File: config.mk
export PLATFORM = sky130hd
export DESIGN_NAME = msi_multi_vector_engine
export DESIGN_NICKNAME = d
export VERILOG_FILES = /design/src/rtl/msi_pkg.sv /design/src/rtl/msi_vector_arbiter.sv /design/src/rtl/msi_multi_vector_engine.sv
export SDC_FILE = /design/constraint.sdc
export NUM_CORES = 1
export LEC_CHECK = 0
export CAP_MARGIN = 20
export CORE_ASPECT_RATIO = 0.5
export CORE_MARGIN = 5
export CORE_UTILIZATION = 54
export CTS_BUF_LIST = sky130_fd_sc_hd__clkbuf_4 sky130_fd_sc_hd__clkbuf_8 sky130_fd_sc_hd__clkbuf_16
export DETAILED_ROUTE_END_ITERATION = 10
export PLACE_DENSITY = 0.81
export RECOVER_POWER = 100
export REMOVE_ABC_BUFFERS = 1
export SETUP_SLACK_MARGIN = 0.5
export SLEW_MARGIN = 40
export SYNTH_ARGS = -nofsm -noshare
export SYNTH_HDL_FRONTEND = slang
export SYNTH_SLANG_ARGS = --single-unit
File: constraint.sdc
create_clock -name clk -period 3.95 [get_ports clk]
set_clock_uncertainty 0.15 [all_clocks]
set_input_delay 0.9875 -clock clk [delete_from_list [all_inputs] [get_ports clk]]
set_output_delay 0.9875 -clock clk [all_outputs]
set_load 0.005 [all_outputs]
File: src/rtl/msi_pkg.sv
// Shared definitions for the MSI multi-vector engine.
//
// Contents:
//   cfg_sel_e     - register select encodings used on cfg_sel
//   msi_state_e   - message FSM states
//   CTRL_* consts - bit positions inside the ctrl register
//   MME_W, VEC_W  - width of the MMC/MME fields and of a vector index
//   compose_data  - builds the message data word for a given vector
package msi_pkg;

    typedef enum logic [2:0] {
        SEL_CTRL    = 3'd0,
        SEL_ADDR_LO = 3'd1,
        SEL_ADDR_HI = 3'd2,
        SEL_DATA    = 3'd3,
        SEL_MASK    = 3'd4,
        SEL_PENDING = 3'd5
    } cfg_sel_e;

    typedef enum logic {
        ST_IDLE = 1'b0,
        ST_SEND = 1'b1
    } msi_state_e;

    localparam int CTRL_EN_BIT     = 0;
    localparam int CTRL_MMC_LSB    = 1;
    localparam int CTRL_MME_LSB    = 4;
    localparam int CTRL_ADDR64_BIT = 7;
    localparam int CTRL_PVM_BIT    = 8;

    localparam int MME_W = 3;
    localparam int VEC_W = 5;

    // The low k bits of the programmed data are replaced by the vector
    // number, so a multi-vector function gets one data value per vector.
    function automatic logic [15:0] compose_data(
        input logic [15:0]      base,
        input logic [VEC_W-1:0] vec,
        input logic [MME_W-1:0] k
    );
        logic [15:0] low_mask;
        low_mask = (16'd1 << k) - 16'd1;
        return (base & ~low_mask) | ({11'd0, vec} & low_mask);
    endfunction

endpackage

File: src/rtl/msi_vector_arbiter.sv
// Lowest-index priority encoder over the eligible vectors.
//
// Ports:
//   eligible - one bit per vector, 1 when the vector may be sent
//   grant    - one-hot grant of the lowest eligible vector (0 if none)
//   index    - binary index of the granted vector (0 if none)
module msi_vector_arbiter
    import msi_pkg::*;
#(
    parameter int NUM_VECTORS = 32
) (
    input  logic [NUM_VECTORS-1:0] eligible,
    output logic [NUM_VECTORS-1:0] grant,
    output logic [VEC_W-1:0]       index
);

    // Scan from the top down so that the lowest set bit is the last writer.
    always_comb begin
        grant = '0;
        index = '0;
        for (int i = NUM_VECTORS - 1; i >= 0; i--) begin
            if (eligible[i]) begin
                grant    = '0;
                grant[i] = 1'b1;
                index    = VEC_W'(i);
            end
        end
    end

endmodule

File: src/rtl/msi_multi_vector_engine.sv
// MSI multi-vector message engine.
//
// Collects one-cycle interrupt request pulses into per-vector pending bits,
// arbitrates among unmasked pending vectors (lowest index first) and hands
// one MSI write at a time to the TLP transmitter with a valid/ready
// handshake. Configuration registers mirror the MSI capability structure.
//
// Ports:
//   clk, rst_n   - clock, asynchronous active-low reset
//   cfg_wr_en    - register write strobe
//   cfg_sel      - register select (ctrl, addr_lo, addr_hi, data, mask, pending)
//   cfg_wdata    - register write data
//   cfg_rdata    - combinational read of the selected register
//   vec_req      - per-vector request pulses
//   msg_valid    - message available to the transmitter
//   msg_ready    - transmitter accepts the message
//   msg_addr     - message address (upper half zero without ADDR64)
//   msg_data     - message data, upper 16 bits zero
//   msg_vector   - vector number carried by the message
module msi_multi_vector_engine
    import msi_pkg::*;
#(
    parameter int NUM_VECTORS = 32,
    parameter int ADDR64      = 1,
    parameter int PVM         = 1
) (
    input  logic                   clk,
    input  logic                   rst_n,
    input  logic                   cfg_wr_en,
    input  logic [2:0]             cfg_sel,
    input  logic [31:0]            cfg_wdata,
    output logic [31:0]            cfg_rdata,
    input  logic [NUM_VECTORS-1:0] vec_req,
    output logic                   msg_valid,
    input  logic                   msg_ready,
    output logic [63:0]            msg_addr,
    output logic [31:0]            msg_data,
    output logic [VEC_W-1:0]       msg_vector
);

    localparam logic [MME_W-1:0] MMC = MME_W'($clog2(NUM_VECTORS));

    cfg_sel_e sel;
    assign sel = cfg_sel_e'(cfg_sel);

    logic                   msi_enable;
    logic [MME_W-1:0]       mme;
    logic [31:2]            addr_lo;
    logic [31:0]            addr_hi;
    logic [15:0]            data;
    logic [NUM_VECTORS-1:0] mask;
    logic [NUM_VECTORS-1:0] pending;

    msi_state_e state;
    msi_state_e next_state;

    logic [NUM_VECTORS-1:0] below_alloc;
    logic [NUM_VECTORS-1:0] top_alloc;
    logic [NUM_VECTORS-1:0] set_vec;
    logic [NUM_VECTORS-1:0] clr_vec;
    logic [NUM_VECTORS-1:0] eligible;
    logic [NUM_VECTORS-1:0] grant;
    logic [NUM_VECTORS-1:0] sent_grant;
    logic [VEC_W-1:0]       grant_index;
    logic [5:0]             alloc_cnt;
    logic                   any_eligible;
    logic                   launch;
    logic                   handshake;

    // ------------------------------------------------------------------
    // Configuration registers
    // ------------------------------------------------------------------
    always_ff @(posedge clk or negedge rst_n) begin
        if (!rst_n) begin
            msi_enable <= 1'b0;
            mme        <= '0;
            addr_lo    <= '0;
            addr_hi    <= '0;
            data       <= '0;
            mask       <= '0;
        end else if (cfg_wr_en) begin
            case (sel)
                SEL_CTRL: begin
                    msi_enable <= cfg_wdata[CTRL_EN_BIT];
                    // Software may ask for more vectors than exist; clamp.
                    mme <= (cfg_wdata[CTRL_MME_LSB +: MME_W] > MMC) ?
                           MMC : cfg_wdata[CTRL_MME_LSB +: MME_W];
                end
                SEL_ADDR_LO: addr_lo <= cfg_wdata[31:2];
                SEL_ADDR_HI: if (ADDR64 != 0) addr_hi <= cfg_wdata;
                SEL_DATA:    data <= cfg_wdata[15:0];
                SEL_MASK:    if (PVM != 0) mask <= cfg_wdata[NUM_VECTORS-1:0];
                default: ;
            endcase
        end
    end

    always_comb begin
        cfg_rdata = '0;
        case (sel)
            SEL_CTRL: begin
                cfg_rdata[CTRL_EN_BIT]              = msi_enable;
                cfg_rdata[CTRL_MMC_LSB +: MME_W]    = MMC;
                cfg_rdata[CTRL_MME_LSB +: MME_W]    = mme;
                cfg_rdata[CTRL_ADDR64_BIT]          = (ADDR64 != 0);
                cfg_rdata[CTRL_PVM_BIT]             = (PVM != 0);
            end
            SEL_ADDR_LO: cfg_rdata = {addr_lo, 2'b00};
            SEL_ADDR_HI: cfg_rdata = addr_hi;
            SEL_DATA:    cfg_rdata = {16'd0, data};
            SEL_MASK:    cfg_rdata[NUM_VECTORS-1:0] = mask;
            // Without per-vector masking the pending bits still drive
            // arbitration but are hidden from software.
            SEL_PENDING: cfg_rdata[NUM_VECTORS-1:0] = (PVM != 0) ? pending : '0;
            default: ;
        endcase
    end

    // ------------------------------------------------------------------
    // Request folding and pending tracking
    // ------------------------------------------------------------------
    assign alloc_cnt = 6'd1 << mme;

    always_comb begin
        below_alloc = '0;
        top_alloc   = '0;
        for (int v = 0; v < NUM_VECTORS; v++) begin
            below_alloc[v] = (6'(v) < alloc_cnt);
            top_alloc[v]   = (6'(v) == (alloc_cnt - 6'd1));
        end
    end

    // Requests on unallocated vectors all land on the highest allocated one.
    assign set_vec = (vec_req & below_alloc) |
                     ((|(vec_req & ~below_alloc)) ? top_alloc : '0);

    assign handshake = msg_valid && msg_ready;
    assign clr_vec   = handshake ? sent_grant : '0;

    // Set wins over clear so a request arriving on the accept cycle is kept.
    always_ff @(posedge clk or negedge rst_n) begin
        if (!rst_n) begin
            pending <= '0;
        end else begin
            pending <= (pending & ~clr_vec) | set_vec;
        end
    end

    // ------------------------------------------------------------------
    // Arbitration
    // ------------------------------------------------------------------
    // Vectors above the allocation keep their pending bit but never win.
    assign eligible     = pending & ~mask & below_alloc & {NUM_VECTORS{msi_enable}};
    assign any_eligible = |eligible;

    msi_vector_arbiter #(
        .NUM_VECTORS(NUM_VECTORS)
    ) u_arbiter (
        .eligible(eligible),
        .grant   (grant),
        .index   (grant_index)
    );

    // ------------------------------------------------------------------
    // Message FSM
    // ------------------------------------------------------------------
    always_ff @(posedge clk or negedge rst_n) begin
        if (!rst_n) begin
            state <= ST_IDLE;
        end else begin
            state <= next_state;
        end
    end

    always_comb begin
        next_state = state;
        case (state)
            ST_IDLE: if (any_eligible) next_state = ST_SEND;
            ST_SEND: if (msg_ready)    next_state = ST_IDLE;
            default: next_state = ST_IDLE;
        endcase
    end

    always_comb begin
        msg_valid = (state == ST_SEND);
    end

    assign launch = (state == ST_IDLE) && any_eligible;

    // Message fields are captured once at launch so later register writes,
    // masking or disabling cannot disturb a message already offered.
    always_ff @(posedge clk or negedge rst_n) begin
        if (!rst_n) begin
            msg_addr   <= '0;
            msg_data   <= '0;
            msg_vector <= '0;
            sent_grant <= '0;
        end else if (launch) begin
            msg_addr   <= {((ADDR64 != 0) ? addr_hi : 32'd0), addr_lo, 2'b00};
            msg_data   <= {16'd0, compose_data(data, grant_index, mme)};
            msg_vector <= grant_index;
            sent_grant <= grant;
        end
    end

endmodule

# [Yosys cells after proc, flatten, opt, wreduce, memory -nomap -nowiden]
# Cells that the tools add are included.
[classes] reduce_logical=11 addsub=2 bitwise_logic=16 n_mux=72 eq_ne=36 n_lt_le_gt_ge=33 n_shift=2
[op_table] cell="$mux 32" count=34
[op_table] cell="$and 32x32->32" count=6
[op_table] cell="$mux 5" count=32
[op_table] cell="$pmux 23 s5" count=1
[op_table] cell="$eq 5x6->1 const A" count=16
[op_table] cell="$lt 5x6->1 const A" count=16
[op_table] cell="$not 32->32" count=3
[op_table] cell="$or 32x32->32" count=2
[op_table] cell="$reduce_or 32->1" count=2
[op_table] cell="$pmux 9 s6" count=1
[op_table] cell="$eq 4x6->1 const A" count=8
[op_table] cell="$lt 4x6->1 const A" count=8
[op_table] cell="$eq 3x6->1 const A" count=4
[op_table] cell="$lt 3x6->1 const A" count=4
[op_table] cell="$and 16x16->16" count=1
[op_table] cell="$and 5x16->16" count=1
[op_table] cell="$not 16->16" count=1
[op_table] cell="$or 16x16->16" count=1
[op_table] cell="$shl 1x3->16 const A" count=1
[op_table] cell="$sub 16x1->16 const B" count=1
[op_table] cell="$eq 2x6->1 const A" count=2
[op_table] cell="$lt 1x6->1 const A" count=2
[op_table] cell="$lt 2x6->1 const A" count=2
[op_table] cell="$reduce_and 2->1" count=5
[op_table] cell="other kinds (14)" count=18
[word_totals] register_bits=262 word_cells=184 inputBits=71

# [Logic depth before layout (Yosys ltp)]
# Gate-level depths: netlist (run 1).
[depth] depth_word=38 mapped_depth=16 depth_no_buf=11

# [Hierarchy]
# From an unflattened synthesis (run 1), not the netlist that was laid out.
[hier_totals] cells_unflattened=1050 area_unflattened_um2=12763.5
[modules_own_cells] module="msi_multi_vector_engine" n_inst=1 cells_each=938 area_each_um2=12006.5
[modules_own_cells] module="msi_vector_arbiter" n_inst=1 cells_each=112 area_each_um2=757.0

# [Worst setup path before layout (run 1)]
# Ideal clock, no wire load.
[synth_timing] path_type="input -> output" start="in cfg_sel[0]" end="out cfg_rdata[10]" t_arrival_ps=2436 t_required_ps=2812 path_stages=6 slack_ps=377 path_cell_list="clkbuf_1 -> inv_1 -> nor3_1 -> clkbuf_1 -> clkbuf_1 -> a221o_1"
[synth_between] elab_chain_cells=2 word_cells_on_any_way=6
[synth_rtl] item="start, declared" line_no="msi_multi_vector_engine.sv:30" source="input logic [2:0] cfg_sel,"
[synth_rtl] item="$eq 3x3->1 (tied with other cells)" line_no="msi_multi_vector_engine.sv:100" source="case (sel)"
[synth_rtl] item="$pmux 23 s5 *" line_no="msi_multi_vector_engine.sv:100"
[synth_rtl] item="end, declared" line_no="msi_multi_vector_engine.sv:32" source="output logic [31:0] cfg_rdata,"
# Mark *: on every way between the ends. The rest lies on a longest branch, timed or not.

# [Worst setup path in the final report (run 1)]
[layout_timing] start="in cfg_sel[1]" end="out cfg_rdata[26]"
# The elaborated chain is that of the path after synthesis.

==> results.yml, run 1 <==
timing:
  period_minus_slack_ns: 3.66
  post-route-period-util_pct: 92.7
  rsz0062_at_grt: "no"
  relSlewSlack_pct: -65.1
  tns_ns: 0
  fmax_mhz: 273
  drv_slew: 124
  hold_viol_final: 0
  setup_viol: 0
  tightest_slew_ns: 2.48
route:
  drc_errors: 0
  antenna_left: 0
  viasPerCell: 6.11
  num_vias: 10700
  wl_per_cell_um: 23.3
  dr.pass1.iters: 7
  wl_um: 40700
  drt_iter0_drc: 995
floorplanning:
  num_rows: 39
  core-area_um2: 22800
  die_w_um: 226
  io-pin-count: 205
  fp.dieH_um: 118
  dieArea_um2: 26600
  initial_core_util_pct: 55.0
cells_and_area:
  utilization_pct: 69.8
  n_antenna_cell: 0
  register_area_um2: 6560
  syn2layout_area_growth_pct: 27.0
  nNetsFinal: 1504
  multi_input_area_um2: 5570
  drive_gt1_share_pct: 17.3
  n_fill_cell: 1723
clock_network:
  clk_latency_ns: 0.55
  numCtsBuffers: 23
  cts_buffer_depth: 3
  cts_max_level: 1
  cts.sinks: 262
  cts.clk_slew.worst_paths_ns: 0.07
  ctsRootBufferMaster: "clkbuf_16"
  holdBufCountCts: 0
  cts_tree: "yes"
logic_synthesis:
  synthTopCellsByArea: "dfrtp_1 52%, mux2_2 9.9%, nand2_1 9.7%, a221o_1 3.0%, a22o_1 1.9%"
  synth_top_cell_area_share_pct: 52.2
  ys_ff_latch: 262
  synth-seq-area-share_pct: 52.2
  synth-edff-count: 0
  yosys_warnings: 0
  synth_commonest_cells: "323 x nand2_1, 262 x dfrtp_1, 110 x mux2_2"
  postSynthAreaPerCell_um2: 10.3
  synthDistinctLibCells: 72
  synth_ff_type: "dfrtp_1"
  synth.cell_area_um2: 12500
  yosys.area.top_type: "dfrtp_1"
  synth_cells: 1215
  synth.most_common_cell: "nand2_1"
  async_flop_share_pct: 100
hold_path:
  hold_end: "msg_addr[23]"
  min_from: "msg_addr[23]"
  hold_path.class: "reg2reg"
  hold_depth: 2
setup_path:
  rr_startpoint: "mme[1]"
  critPathLaunch: "cfg_sel[1]"
  timing.rr.end: "msg_data[0]"
  end_kind: "output port"
  worstPathArrival_ns: 2.53
  path_max_fanout: 8
  worstPathRequired_ns: 2.81
  r2r_slack_ns: 0.34
  r2r_cells: 12
  cp-start-kind: "input pin"
  setup.worst_path.class: "in2out"
power:
  power_density_nw_per_um2: 658
  vdd_ir_drop_max_v: 0.000384
  p_leak_nw: 7.28
grt:
  grt_overflow: 0
  antenna_found_initial: 0
  grt_use_total_pct: 30.1
  grt_pass1_vias: 10800
  grt_max_degree: 93
  grt_pass1_wl_um: 63300
status:
  violations: "capacitance limit, slew limit"
  outcome: "finished, violations left"
place:
  io_buffers: 186
  hpwlAfterDp_um: 28500
  gp_congestion: 0.938
job:
  drv_cap: 2
==> layout make-up <==
class	count	share of cell area (%)
sequential	262	41.1
multi-input combinational	852	35.0
timing repair buffer	262	16.2
clock buffer	34	4.36
tap	307	2.41
inverter	26	0.644
clock inverter	6	0.259
==> state kept, by name (all words and copies together) (netlist names), 3 cells and up <==
name and flops:
msg_data 16, addr_hi 32, mask 32, sent_grant 32, addr_lo 30, pending 32
mme 3, msg_vector 5, data 16, msg_addr 62
==> where the power goes <==
part           internal (mW)  switching (mW)
combinational           1.85            2.28
clock                   1.22            1.04
sequential              3.50           0.599
total                   6.57            3.92
==> kinds of logic after synthesis <==
family          synth area share [%]
other cells                   0.0299
simple gates                    17.5
fa+ha+maj                      0.598
mux                             10.8
buf+inv                         4.47
xor+xnor                       0.209
compound gates                  14.1
flops                           52.2
==> worst max-delay path by stage <==
stage | to | slack, ns
5_1_grt | sent_grant[7] | 0.25
3_3_place_gp | cfg_rdata[9] | -0.17
6_report | cfg_rdata[26] | 0.29
3_5_place_dp | cfg_rdata[20] | -0.22
2_1_floorplan | msg_data[5] | -2.11
4_1_cts | cfg_rdata[18] | 0.38
==> cell usage in the layout, fill, tap and decap left out, types with 13 or more instances in the layout <==
master           synthesis  routed
a21oi_1                 19      18
a221o_1                 37      37
a22o_1                  27      27
a22oi_1                 13      13
buf_12                   0      16
buf_4                   19      43
clkbuf_1                42      13
clkbuf_16                0      23
clkdlybuf4s50_1          0      64
conb_1                   1      18
dfrtp_1                262     261
dlygate4sd2_1            0      19
dlygate4sd3_1            0      87
inv_1                   25      21
mux2_2                 110     110
nand2_1                323     323
nand2b_1                17      15
nand3_1                 19      18
nor2_1                  22      21
nor2b_1                 26      26
o21ai_0                 35      34
o31ai_1                 14      14
o41ai_1                 10      16
==> through the flow <==
stage          instance area, um^2  power (mW)  setup WS [ns]  instances  hold slack [ns]
2_1_floorplan                12200        6.06          -2.11       1140            0.288
3_3_place_gp                 15100        8.18         -0.173       1699            0.300
3_5_place_dp                 15100        8.33         -0.222       1699            0.305
4_1_cts                      16000        10.6          0.377       1747            0.322
5_1_grt                      15900        11.1          0.251       1749            0.344
6_report                     15900        10.5          0.287       1749            0.317
==> metal layers <==
layer,up-vias,GRT usage (%),part of all wire [%]
met3,59,7.97,8.8
li1,4699,-,-
met5,-,0,0
met4,0,6.20,1.9
met2,507,46.3,45
met1,5420,43.5,44
==> critical path, cell delays in order <==
cell and delay (ns):
buf_6 0.12, clkbuf_1 0.12, nor3_1 0.27, clkbuf_1 0.39, buf_12 0.20, a221o_1 0.16, clkdlybuf4s25_1 0.28
==> timing repair <==
action	4_1_cts	5_1_grt
pin swaps	2	7
cloned	2	0
gates resized for setup	75	37
endpoints found under the setup margin	134	126
setup buffers	6	2
Note: power is estimated with default switching activity, not from simulation.
==> run 2: changes to the inputs <==
--- a/config.mk
+++ b/config.mk
@@ -7,7 +7,6 @@
 export LEC_CHECK = 0
 export CAP_MARGIN = 20
 export CORE_ASPECT_RATIO = 0.5
-export CORE_MARGIN = 5
 export CORE_UTILIZATION = 54
 export CTS_BUF_LIST = sky130_fd_sc_hd__clkbuf_4 sky130_fd_sc_hd__clkbuf_8 sky130_fd_sc_hd__clkbuf_16
 export DETAILED_ROUTE_END_ITERATION = 10
==> run 2 against run 1 <==
Compared with the run above: the run still ends with capacitance limit, slew limit left; combinational power shrank 2%; fmax is essentially flat; critical path depth grew 2; utilization grew 2.2 points; power grew 0.37%; critical endpoint is now cfg_rdata[2]; largest cell class unchanged; highest routed layer is now met5.
==> results.yml, run 2 (synthesized netlist as in run 1, its figures left out) <==
setup_path:
  cp_cell_sequence: "buf_4, buf_6, nor3_4, clkbuf_1, buf_12, nand2_1, o21ai_0, a221o_1, dlygate4sd2_1"
  r2r_slack_ns: 0.39
  setup.worst_path.class: "in2out"
  path_delay_family: "buffers and inverters"
  r2r_cells: 10
  path_buf_inv: 5
  critical_path.max_stage_delay_ns: 0.44
  crit_cells: 9
  path_max_fanout: 4
  critPathSlowestCell: "clkbuf_1"
  end_kind: "output port"
  worstPathRequired_ns: 2.81
  worstPathArrival_ns: 2.53
  cp-start-kind: "input pin"
grt:
  grt_overflow: 0
  grt_pass1_vias: 10500
  grt_use_total_pct: 33.5
  grt_pass1_wl_um: 60800
  antenna_found_initial: 1
  grt_max_degree: 85
power:
  p_leak_nw: 7.30
  intPower_mw: 6.64
  p_clk_share_pct: 22.6
  seqPwrFrac_pct: 38.9
  sw_frac_of_total_pct: 36.9
  vdd_ir_drop_max_v: 0.000479
  combPwrFrac_pct: 38.5
  power_density_nw_per_um2: 659
  switchingPower_mw: 3.89
cells_and_area:
  utilization_pct: 72.0
  layout_commonest_cell: "nand2_1"
  largest_register_ffs: 62
  final_cell_count_no_fill: 1747
  final_cell_mix: "323 x nand2_1, 262 x dfrtp_1, 108 x mux2_2, 85 x dlygate4sd3_1, 65 x clkdlybuf4s50_1"
  final_area_um2: 16000
  regMostFlops: "msg_addr"
  n_antenna_cell: 0
  syn2layout_area_growth_pct: 27.4
  nNetsFinal: 1506
  drive_gt1_share_pct: 18.0
floorplanning:
  dieArea_um2: 23900
  io-pin-count: 205
  die_w_um: 218
  fp.dieH_um: 110
  initial_core_util_pct: 56.5
  core-area_um2: 22200
  num_rows: 38
route:
  antenna_left: 0
  wl_met3_um: 4130
  num_vias: 10900
  drc_errors: 0
  highest_layer: "met5"
  wl_met2_um: 17500
  wl_um: 39500
  wl_per_cell_um: 22.6
  viasPerCell: 6.22
  drt_iter0_drc: 1218
  dr.pass1.iters: 6
  met1Wirelength_um: 17100
place:
  dpl_cell_area_um2: 15000
  hpwlAfterDp_um: 27200
  gp_congestion: 0.984
  dp.cells: 1685
  io_buffers: 186
timing:
  fmax_mhz: 273
  holdWs_ns: 0.320
  setup_viol: 0
  rsz0062_at_grt: "yes"
  post-route-period-util_pct: 92.8
  tightest_slew_ns: 2.28
  relSlewSlack_pct: -51.7
  drv_slew: 141
  period_minus_slack_ns: 3.66
  tns_ns: 0
  hold_viol_final: 0
clock_network:
  cts_max_level: 1
  clk_latency_ns: 0.54
  ctsRootBufferMaster: "clkbuf_16"
  holdBufCountCts: 0
  cts_buffer_depth: 3
  cts_tree: "yes"
  cts.sinks: 262
  cts.clk_slew.worst_paths_ns: 0.06
  numCtsBuffers: 24
hold_path:
  hold_path.class: "reg2reg"
  hold_depth: 2
job:
  drv_cap: 3
status:
  outcome: "finished, violations left"
  violations: "capacitance limit, slew limit"
-- run 2: changes by cell type in the layout (fill, tap and decap cells not counted), sizes merged, moves of 3 or more --
cell and delta:
clkbuf +9, clkinv +5, clkdlybuf4s15 -3, dlygate4sd2 -9, clkdlybuf4s25 +4
-- run 2: layer usage --
| metal | vias to the layer above | track usage, % |
|---|---|---|
| met5 | - | 0 |
| met4 | 2 | 7.95 |
| met3 | 73 | 9.41 |
| met2 | 543 | 50.7 |
| met1 | 5520 | 47.7 |
| li1 | 4721 | - |
-- run 2: power by group through the flow --
stage	Clock (mW)	Combinational (mW)	Sequential, mW
2_1_floorplan	0	2.04	4.02
6_report	2.38	4.06	4.10
3_3_place_gp	0	3.99	4.09
3_5_place_dp	0	4.08	4.13
5_1_grt	2.51	4.39	4.19
4_1_cts	2.40	4.11	4.10
-- run 2: final timing paths --
kind,startpoint,endpoint
setup reg to reg,mme[1],sent_grant[12]
setup / recovery,cfg_sel[0],cfg_rdata[2]
min in group asynchronous,rst_n,msg_addr[8]
max in group asynchronous,rst_n,addr_hi[9]
hold / removal,msg_addr[23],msg_addr[23]
hold reg to reg,msg_addr[23],msg_addr[23]
-- run 2: per-stage QoR --
stage / total power, mW / setup WS (ns)
after floorplan: 6.06 / -2.11
after global placement: 8.08 / -0.128
after detailed placement: 8.21 / -0.192
after CTS: 10.6 / 0.500
after global routing: 11.1 / 0.237
final: 10.5 / 0.285
-- run 2: repair_timing --
action                     CTS  global route
pin swaps                    4             9
setup endpoints to repair   92           155
resized for setup          101            42
buffers inserted             9             6
gates cloned                 3             0
-- run 2: layout make-up --
class | instances | area, um^2
flip-flops and latches | 262 | 6560
repair buffers | 263 | 2590
multi-input cells | 852 | 5580
clock buffers | 35 | 713
fillers | 1641 | 6220
well taps | 300 | 375
clock inverters | 9 | 72.6
inverters | 26 | 100
-- run 2: worst min-delay path, cell delays in order, from the launching register on --
cell and delay, ns:
dfrtp_1 0.34, nand2_1 0.05, nand2_1 0.05
==> run 3: changes to the inputs <==
--- a/config.mk
+++ b/config.mk
@@ -14,7 +14,7 @@
 export RECOVER_POWER = 100
 export REMOVE_ABC_BUFFERS = 1
 export SETUP_SLACK_MARGIN = 0.5
-export SLEW_MARGIN = 40
+export SLEW_MARGIN = 20
 export SYNTH_ARGS = -nofsm -noshare
 export SYNTH_HDL_FRONTEND = slang
 export SYNTH_SLANG_ARGS = --single-unit
==> constraint.sdc (replaced) <==
create_clock -name clk -period 3.85 [get_ports clk]
set_clock_uncertainty 0.15 [all_clocks]
set_input_delay 0.9625 -clock clk [delete_from_list [all_inputs] [get_ports clk]]
set_output_delay 0.9625 -clock clk [all_outputs]
set_load 0.005 [all_outputs]
==> run 3 against run 2 <==
Compared with the run above: the run still ends with capacitance limit, slew limit left; clock power increased by 4%; via count about the same; final cell count increased by 1.1%; sequential power increased by 3%; power increased by 3.7%; die area unchanged; critical path depth unchanged; global-route usage increased by 1.2 points; critical path type unchanged; largest power group is now combinational logic.
==> results.yml, run 3 (synthesized netlist as in run 1, its figures left out) <==
status:
  violations: "capacitance limit, slew limit"
  outcome: "finished, violations left"
route:
  num_vias: 10900
  wl_um: 41000
  viasPerCell: 6.15
  wl_per_cell_um: 23.2
  drt_iter0_drc: 1161
  dr.pass1.iters: 7
  drc_errors: 0
  antenna_left: 0
setup_path:
  setup.worst_path.class: "in2out"
  worstPathArrival_ns: 2.51
  critPathSlowestCell: "clkbuf_1"
  timing.rr.end: "sent_grant[31]"
  critical_path.max_stage_delay_ns: 0.29
  cp-start-kind: "input pin"
  path_max_fanout: 4
  rr_startpoint: "mme[1]"
  path_delay_family: "buffers and inverters"
  path_buf_inv: 6
  r2r_slack_ns: 0.31
  cp_common_cell: "buf_6"
  r2r_cells: 13
  worstPathRequired_ns: 2.74
  end_kind: "output port"
  cp_cell_sequence: "buf_8, buf_6, nor3_1, buf_6, buf_16, clkbuf_1, a22oi_1, nand3_1, clkdlybuf4s15_1"
timing:
  final.setup.worst_slack_ns: 0.224
  tns_ns: 0
  hold_viol_final: 0
  setup_viol: 0
  holdWs_ns: 0.311
  tightest_slew_ns: 2.49
  period_minus_slack_ns: 3.63
  post-route-period-util_pct: 94.2
  drv_slew: 121
  fmax_mhz: 276
  relSlewSlack_pct: -66.2
  rsz0062_at_grt: "yes"
clock_network:
  holdBufCountCts: 0
  cts_max_level: 1
  cts.sinks: 262
  ctsRootBufferMaster: "clkbuf_16"
  numCtsBuffers: 25
  cts_buffer_depth: 3
  clk_latency_ns: 0.53
  cts_tree: "yes"
  cts.clk_slew.worst_paths_ns: 0.06
cells_and_area:
  regMostFlops: "msg_addr"
  drive_gt1_share_pct: 19.6
  final_cell_count_no_fill: 1767
  largest_register_ffs: 62
  nNetsFinal: 1528
  n_fill_cell: 1627
  layout_commonest_cell: "nand2_1"
  final_cell_mix: "322 x nand2_1, 262 x dfrtp_1, 110 x mux2_2, 86 x dlygate4sd3_1, 63 x clkdlybuf4s50_1"
  syn2layout_area_growth_pct: 29.0
  final_area_um2: 16200
floorplanning:
  core-area_um2: 22200
  die_w_um: 218
  num_rows: 38
  io-pin-count: 205
  dieArea_um2: 23900
  initial_core_util_pct: 56.5
  fp.dieH_um: 110
grt:
  antenna_found_initial: 1
  busiest_layer: "met2"
  grt_pass1_vias: 10800
  grt_overflow: 0
  gr-usage-met3_pct: 10.3
  grt_max_degree: 90
  use_met1_pct: 48.1
  use_met2_pct: 53.1
  grt_pass1_wl_um: 62500
  grt_use_total_pct: 34.7
place:
  io_buffers: 186
  dp_slack_ns: -0.200
  dp.cells: 1702
  dpl_cell_area_um2: 15200
  gp_congestion: 0.955
  hpwlAfterDp_um: 27800
job:
  drv_cap: 2
hold_path:
  hold_end: "msg_data[14]"
  hold_depth: 2
  hold_path.class: "reg2reg"
  min_from: "msg_data[14]"
power:
  power_density_nw_per_um2: 675
  p_leak_nw: 7.41
  vdd_ir_drop_max_v: 0.000361
[run 3: changes by cell type in the layout (fill, tap and decap cells not counted), moves of 3 or more]
| cell | delta |
|---|---|
| clkbuf_8 | +4 |
| buf_4 | +10 |
| clkdlybuf4s15_1 | -3 |
| buf_6 | +4 |
| clkdlybuf4s25_1 | -6 |
| buf_2 | +4 |
| clkbuf_1 | +5 |
| clkbuf_4 | -3 |
| dlygate4sd2_1 | +3 |
| o21ai_1 | -3 |
| clkinv_2 | -3 |
[run 3: area by class of cell]
class	instances	area, um^2	share of cell area [%]
repair buffers	284	2730	16.9
inverters	26	100	0.618
flip-flops and latches	262	6560	40.5
clock buffers	35	738	4.56
well taps	300	375	2.32
diodes	1	2.50	0.0155
multi-input cells	852	5610	34.7
clock inverters	7	68.8	0.425
[run 3: worst max path at each step]
stage / start / end / slack [ns] / cells after the start
final: cfg_sel[0] / cfg_rdata[7] / 0.22 / 9
after global routing: cfg_sel[2] / cfg_rdata[30] / 0.19 / 7
after CTS: cfg_sel[1] / cfg_rdata[28] / 0.33 / 8
after detailed placement: cfg_sel[1] / cfg_rdata[24] / -0.20 / 7
after global placement: cfg_sel[0] / cfg_rdata[7] / -0.15 / 8
after floorplan: mme[1] / msg_data[5] / -2.21 / 9
[run 3: per-stage QoR]
| stage | total power [mW] | util, % |
|---|---|---|
| after detailed placement | 8.53 | 68.4 |
| after floorplan | 6.22 | - |
| after global placement | 8.39 | 68.4 |
| after global routing | 11.5 | 72.9 |
| final | 10.9 | 72.9 |
| after CTS | 11.0 | 73.2 |
[run 3: tightest hold or removal path, stage by stage (launching register included)]
cell and delay, ns:
dfrtp_1 0.34, nand2_1 0.05, nand2_1 0.05
[run 3: where the power goes]
| part | switching [mW] | internal (mW) |
|---|---|---|
| registers | 0.618 | 3.59 |
| logic | 2.33 | 1.90 |
| clock network | 1.08 | 1.40 |
[run 3: routing by layer]
layer	routed length (um)	share of wire [%]
met1	17600	43
met2	18300	45
met3	4150	10
met4	966	2.4
met5	0	0
[run 3: repair_timing]
action,CTS,global route
pin swaps,3,15
cloned,3,0
resized for setup,111,51
buffers inserted,17,2
endpoints found under the setup margin,66,111
==> RTL edit 1 (settings of run 3) <==
`NUM_VECTORS` is set to 32 in 2 places; all go to 16.
--- a/src/rtl/msi_vector_arbiter.sv
+++ b/src/rtl/msi_vector_arbiter.sv
@@ -9,3 +9,3 @@
 #(
-    parameter int NUM_VECTORS = 32
+    parameter int NUM_VECTORS = 16
 ) (
--- a/src/rtl/msi_multi_vector_engine.sv
+++ b/src/rtl/msi_multi_vector_engine.sv
@@ -22,3 +22,3 @@
 #(
-    parameter int NUM_VECTORS = 32,
+    parameter int NUM_VECTORS = 16,
     parameter int ADDR64      = 1,
Ports: changed (resized vec_req); port bits go from 205 to 189. No check against the original RTL was run, so the function may have changed too.
==> RTL edit 1 against run 3 <==
The run still ends with capacitance limit, slew limit left. Setup slack better by 0.083 ns. Utilization increased by 1.4 points. Routed wire length fell by 30%. Design area is 19% lower. Die area is 20% lower. Total power shrank 17%. Synthesized area shrank 21%. Via count decreased by 24%. Sequential cell count is 49 lower.
==> RTL edit 1: results (changes against run 3) <==
| Metric | Value |
|---|---|
| Outcome | `complete, but fails checks (unchanged)` |
| Violations in the final reports | `capacitance limit, slew limit (unchanged)` |
| Clock Latency Late Sink | `0.51 ns (was 0.53 ns)` |
| Proportion of synthesized chip area in sequential cells | `53.59% (was 52.24%)` |
| Dpl hpwl | `19210 um (was 27750 um)` |
| Final Max Slew Viols | `82 (was 121)` |
| Filler cell count | `1249 (was 1627)` |
| R2R Setup Slk | `0.47 ns (was 0.31 ns)` |
| Average via count per standard cell | `5.824 (was 6.151)` |
| Static Leak | `6.153 nW (was 7.413 nW)` |
| Buffers added on ports | `169 (was 186)` |
| Diodes inserted | `0 (was 1)` |
| Power consumed by sequential cells | `3.46 mW (was 4.21 mW)` |
| Sequential share of power | `38.3% (was 38.5%)` |
| Share of the cycle needed by the critical path after routing | `92.05% (was 94.19%)` |
| Top post-synthesis cells by area | `sky130_fd_sc_hd__dfrtp_1, sky130_fd_sc_hd__mux2_2, sky130_fd_sc_hd__nand2_1 (unchanged)` |
| Vias in the first global route | `8240 (was 10845)` |
| First-pass GRT wire length | `45880 um (was 62500 um)` |
| Distinct cell type count after synthesis | `67 (was 72)` |
| Switching share of power | `34.24% (was 36.91%)` |
| Max-Cap Viols | `1 (was 2)` |
| Fraction of final layout cells with drive strength greater than 1 | `17.95% (was 19.58%)` |
| Worst Setup Slack post-DPL | `-0.1607 ns (was -0.1999 ns)` |
| Slew headroom | `-49.78% (was -66.24%)` |
| Maximum number of pins on one net before global-route repair | `84 (was 90)` |
| Most frequent cells after synthesis | `sky130_fd_sc_hd__nand2_1, sky130_fd_sc_hd__dfrtp_1, sky130_fd_sc_hd__mux2_2, sky130_fd_sc_hd__nor2_1, sky130_fd_sc_hd__buf_4 (was sky130_fd_sc_hd__nand2_1, sky130_fd_sc_hd__dfrtp_1, sky130_fd_sc_hd__mux2_2, sky130_fd_sc_hd__clkbuf_1, sky130_fd_sc_hd__a221o_1)` |
| Worst Path Arrival | `2.43 ns (was 2.51 ns)` |
| First-pass iteration count of the detailed router | `6 (was 7)` |
| Net count, final | `1231 (was 1528)` |
| Antenna violations before repair | `0 (was 1)` |
[RTL edit 1: layout make-up]
| cell class | instances | area (um^2) | share of cell area, % |
|---|---|---|---|
| inverter | 12 | 45.04 | 0.3425 |
| clock buffer | 26 | 594.3 | 4.519 |
| sequential | 213 | 5330 | 40.53 |
| clock inverter | 10 | 206.4 | 1.570 |
| tap | 234 | 292.8 | 2.226 |
| multi-input combinational | 677 | 4279 | 32.53 |
| timing repair buffer | 243 | 2405 | 18.28 |
[RTL edit 1: kinds of logic (layout without fill, tap and decap cells)]
group	Yosys count	after routing	share of synthesized area, %
AND/OR/NAND/NOR	379	379	16.52
XOR/XNOR	5	5	0.4404
buffers and inverters	85	291	4.491
flip-flops	213	213	53.59
multiplexers	111	111	12.34
other	1	19	0.03770
AO/OA/AOI/OAI	154	154	11.45
adder cells (fa/ha/maj)	9	9	1.132
[RTL edit 1: metal layers]
metal	track usage, %	wire length [um]
met4	8.364	779
met5	0	0
met3	5.043	1928
met2	50.99	13620
met1	42.09	12270
[RTL edit 1: worst paths after layout]
| check | from | to |
|---|---|---|
| max | cfg_sel[0] | cfg_rdata[18] |
| min | msg_data[15] | msg_data[15] |
| max reg2reg | mme[2] | sent_grant[10] |
| min reg2reg | msg_data[15] | msg_data[15] |
| max in group asynchronous | rst_n | addr_lo[7] |
| min in group asynchronous | rst_n | addr_hi[29] |
[RTL edit 1: critical path, delay by kind of cell]
kind | cells | cell delay, ns
and+or+nand+nor | 2 | 0.28
AOI/OAI and AO/OA | 1 | 0.16
buffers and inverters | 5 | 1.02
[RTL edit 1: repair_timing]
item,in CTS,in global routing
buffers inserted,14,3
pin swaps,6,4
gates cloned,2,1
setup endpoints to repair,32,61
gates resized for setup,88,24
==> RTL edit 2 (settings of run 3) <==
Without the edit above. Register the input `cfg_wdata` before use, with the module's reset. The logic sees it one clock later. The other inputs are not delayed to match.
--- a/src/rtl/msi_multi_vector_engine.sv
+++ b/src/rtl/msi_multi_vector_engine.sv
@@ -42,2 +42,12 @@
 
+    logic [31:0] cfg_wdata_q;
+
+    always_ff @(posedge clk or negedge rst_n) begin
+        if (!rst_n) begin
+            cfg_wdata_q <= '0;
+        end else begin
+            cfg_wdata_q <= cfg_wdata;
+        end
+    end
+
     cfg_sel_e sel;
@@ -83,11 +93,11 @@
                 SEL_CTRL: begin
-                    msi_enable <= cfg_wdata[CTRL_EN_BIT];
+                    msi_enable <= cfg_wdata_q[CTRL_EN_BIT];
                     // Software may ask for more vectors than exist; clamp.
-                    mme <= (cfg_wdata[CTRL_MME_LSB +: MME_W] > MMC) ?
-                           MMC : cfg_wdata[CTRL_MME_LSB +: MME_W];
+                    mme <= (cfg_wdata_q[CTRL_MME_LSB +: MME_W] > MMC) ?
+                           MMC : cfg_wdata_q[CTRL_MME_LSB +: MME_W];
                 end
-                SEL_ADDR_LO: addr_lo <= cfg_wdata[31:2];
-                SEL_ADDR_HI: if (ADDR64 != 0) addr_hi <= cfg_wdata;
-                SEL_DATA:    data <= cfg_wdata[15:0];
-                SEL_MASK:    if (PVM != 0) mask <= cfg_wdata[NUM_VECTORS-1:0];
+                SEL_ADDR_LO: addr_lo <= cfg_wdata_q[31:2];
+                SEL_ADDR_HI: if (ADDR64 != 0) addr_hi <= cfg_wdata_q;
+                SEL_DATA:    data <= cfg_wdata_q[15:0];
+                SEL_MASK:    if (PVM != 0) mask <= cfg_wdata_q[NUM_VECTORS-1:0];
                 default: ;
Function: changed (a bounded check fails within 4 cycles, from zero or initial values and one cycle with rst_n low).
==> RTL edit 2 against run 3 <==
Synthesized cell count grew 3.7%. Total power rose by 11%. Count of clock-buffer cells in the layout shrank 4. Routed wire length rose by 0.96%. Synthesized area grew 6.9%. Design area increased by 7.6%. Global-route usage is 2.1 points lower. Sequential cell count increased by 32. Setup slack worse by 0.0055 ns. Sequential power up 7.8%. Highest routed layer is now met5. Die area grew 6.8%. Critical path type unchanged. Clock power rose by 15%. Sequential share of layout area rose by 1.7 points. The run still ends with capacitance limit, slew limit left. Cell count up 6.5%.
==> RTL edit 2: results (changes against run 3) <==
| Metric | Value |
|---|---|
| Area fraction in compound gates after synthesis | `13.52% (was 14.13%)` |
| Post-DP Area | `0.01629 mm^2 (was 0.01518 mm^2)` |
| Worst Path Arrival | `2.52 ns (was 2.51 ns)` |
| Diodes inserted | `0 (was 1)` |
| Max FO, Critical Path | `6 (was 4)` |
| Most frequent cells after synthesis | `sky130_fd_sc_hd__nand2_1, sky130_fd_sc_hd__dfrtp_1, sky130_fd_sc_hd__mux2_2, sky130_fd_sc_hd__o21ai_0, sky130_fd_sc_hd__clkbuf_1 (was sky130_fd_sc_hd__nand2_1, sky130_fd_sc_hd__dfrtp_1, sky130_fd_sc_hd__mux2_2, sky130_fd_sc_hd__clkbuf_1, sky130_fd_sc_hd__a221o_1)` |
| Placer Congestion | `0.9476 (was 0.9547)` |
| Reg2Reg Capture Point | `sent_grant[28] (was sent_grant[31])` |
| Proportion of synthesized chip area in sequential cells | `54.84% (was 52.24%)` |
| Filler cell count | `1721 (was 1627)` |
| Max-Cap Viols | `2 (unchanged)` |
| Dpl hpwl | `28430 um (was 27750 um)` |
| First-pass GRT wire length | `63830 um (was 62500 um)` |
| Outcome | `complete, but fails checks (unchanged)` |
| Violations in the final reports | `capacitance limit, slew limit (unchanged)` |
| Global router's overall resource usage | `32.58% (was 34.65%)` |
| Worst reg2reg path startpoint | `mme[0] (was mme[1])` |
| Distinct cell type count after synthesis | `76 (was 72)` |
| Startpoint of the tightest hold check path | `msg_addr[22] (was msg_data[14])` |
| Cts repair resizes | `110 (was 111)` |
| Adder and majority gate portion of the synthesized area | `0.5595% (was 0.5982%)` |
| Initial drt markers | `1070 (was 1161)` |
| Final Max Slew Viols | `131 (was 121)` |
| Number of clock buffers inserted by TritonCTS | `27 (was 25)` |
| # placed instances | `1811 (was 1702)` |
RTL edit 2: changes by cell type after synthesis, moves of 8 or more:
cell                      before  now
sky130_fd_sc_hd__nand2_1     323  332
sky130_fd_sc_hd__o21ai_0      35   55
sky130_fd_sc_hd__buf_2        25   12
sky130_fd_sc_hd__nor2b_1      26   16
sky130_fd_sc_hd__a22oi_1      13   21
sky130_fd_sc_hd__buf_4        19   29
sky130_fd_sc_hd__nand3_1      19    8
sky130_fd_sc_hd__dfrtp_1     262  294
RTL edit 2: worst max-delay path: stages:
cell	delay, ns
sky130_fd_sc_hd__buf_8	0.11
sky130_fd_sc_hd__buf_6	0.12
sky130_fd_sc_hd__nor3_1	0.48
sky130_fd_sc_hd__buf_6	0.23
sky130_fd_sc_hd__buf_6	0.11
sky130_fd_sc_hd__buf_12	0.13
sky130_fd_sc_hd__a22o_1	0.14
sky130_fd_sc_hd__a221o_1	0.12
sky130_fd_sc_hd__buf_2	0.12
RTL edit 2: cells by family after synthesis:
family / after synthesis
AOI/OAI and AO/OA: 239
xor gates and xnor gates: 3
other: 1
and+or+nand+nor: 477
adders and majority gates: 6
muxes: 124
buffers and inverters: 116
DFF: 294
RTL edit 2: where the power goes:
part	internal, mW	leakage [nW]	total [mW]	switching, mW
Clock	1.67	0.455	2.86	1.19
Sequential	3.92	3.52	4.54	0.622
Combinational	2.29	3.94	4.73	2.44
RTL edit 2: per-stage QoR:
step | worst slack (ns) | power (mW) | setup TNS [ns]
after global routing | 0.2388 | 12.77 | 0
after detailed placement | -0.2673 | 9.129 | -5.069
after CTS | 0.3926 | 12.03 | 0
final | 0.2181 | 12.13 | 0
after global placement | -0.2134 | 8.979 | -3.703
after floorplan | -0.7444 | 6.522 | -85.57
RTL edit 2: per-layer routing:
layer / routed length [um] / vias to the layer above / part of all wire, % / global-route usage, %
met1: 17860 / 5629 / 43 / 46.88
met4: 974 / 2 / 2.4 / 8.118
met3: 4354 / 81 / 11 / 9.402
li1: - / 4947 / - / -
met2: 18160 / 510 / 44 / 48.68
met5: 13 / - / 0.031 / 0
RTL edit 2: how the worst max path moves through the flow:
stage	startpoint	to	cells past startpoint
finish	cfg_sel[0]	cfg_rdata[23]	9
global route	cfg_sel[0]	cfg_rdata[23]	9
CTS	cfg_sel[0]	cfg_rdata[26]	8
detailed placement	cfg_sel[1]	cfg_rdata[6]	7
global placement	cfg_sel[1]	cfg_rdata[6]	7
floorplan	mme[1]	msg_valid	9
RTL edit 2: final cells by class:
type                    count  area [um^2]  area share, %
flip-flops and latches    294         7357          42.23
multi-input cells         869         5643          32.39
repair buffers            310         2967          17.03
clock buffers              31        718.2          4.122
well taps                 336        420.4          2.413
clock inverters            15        211.5          1.214
inverters                  26        105.1         0.6033
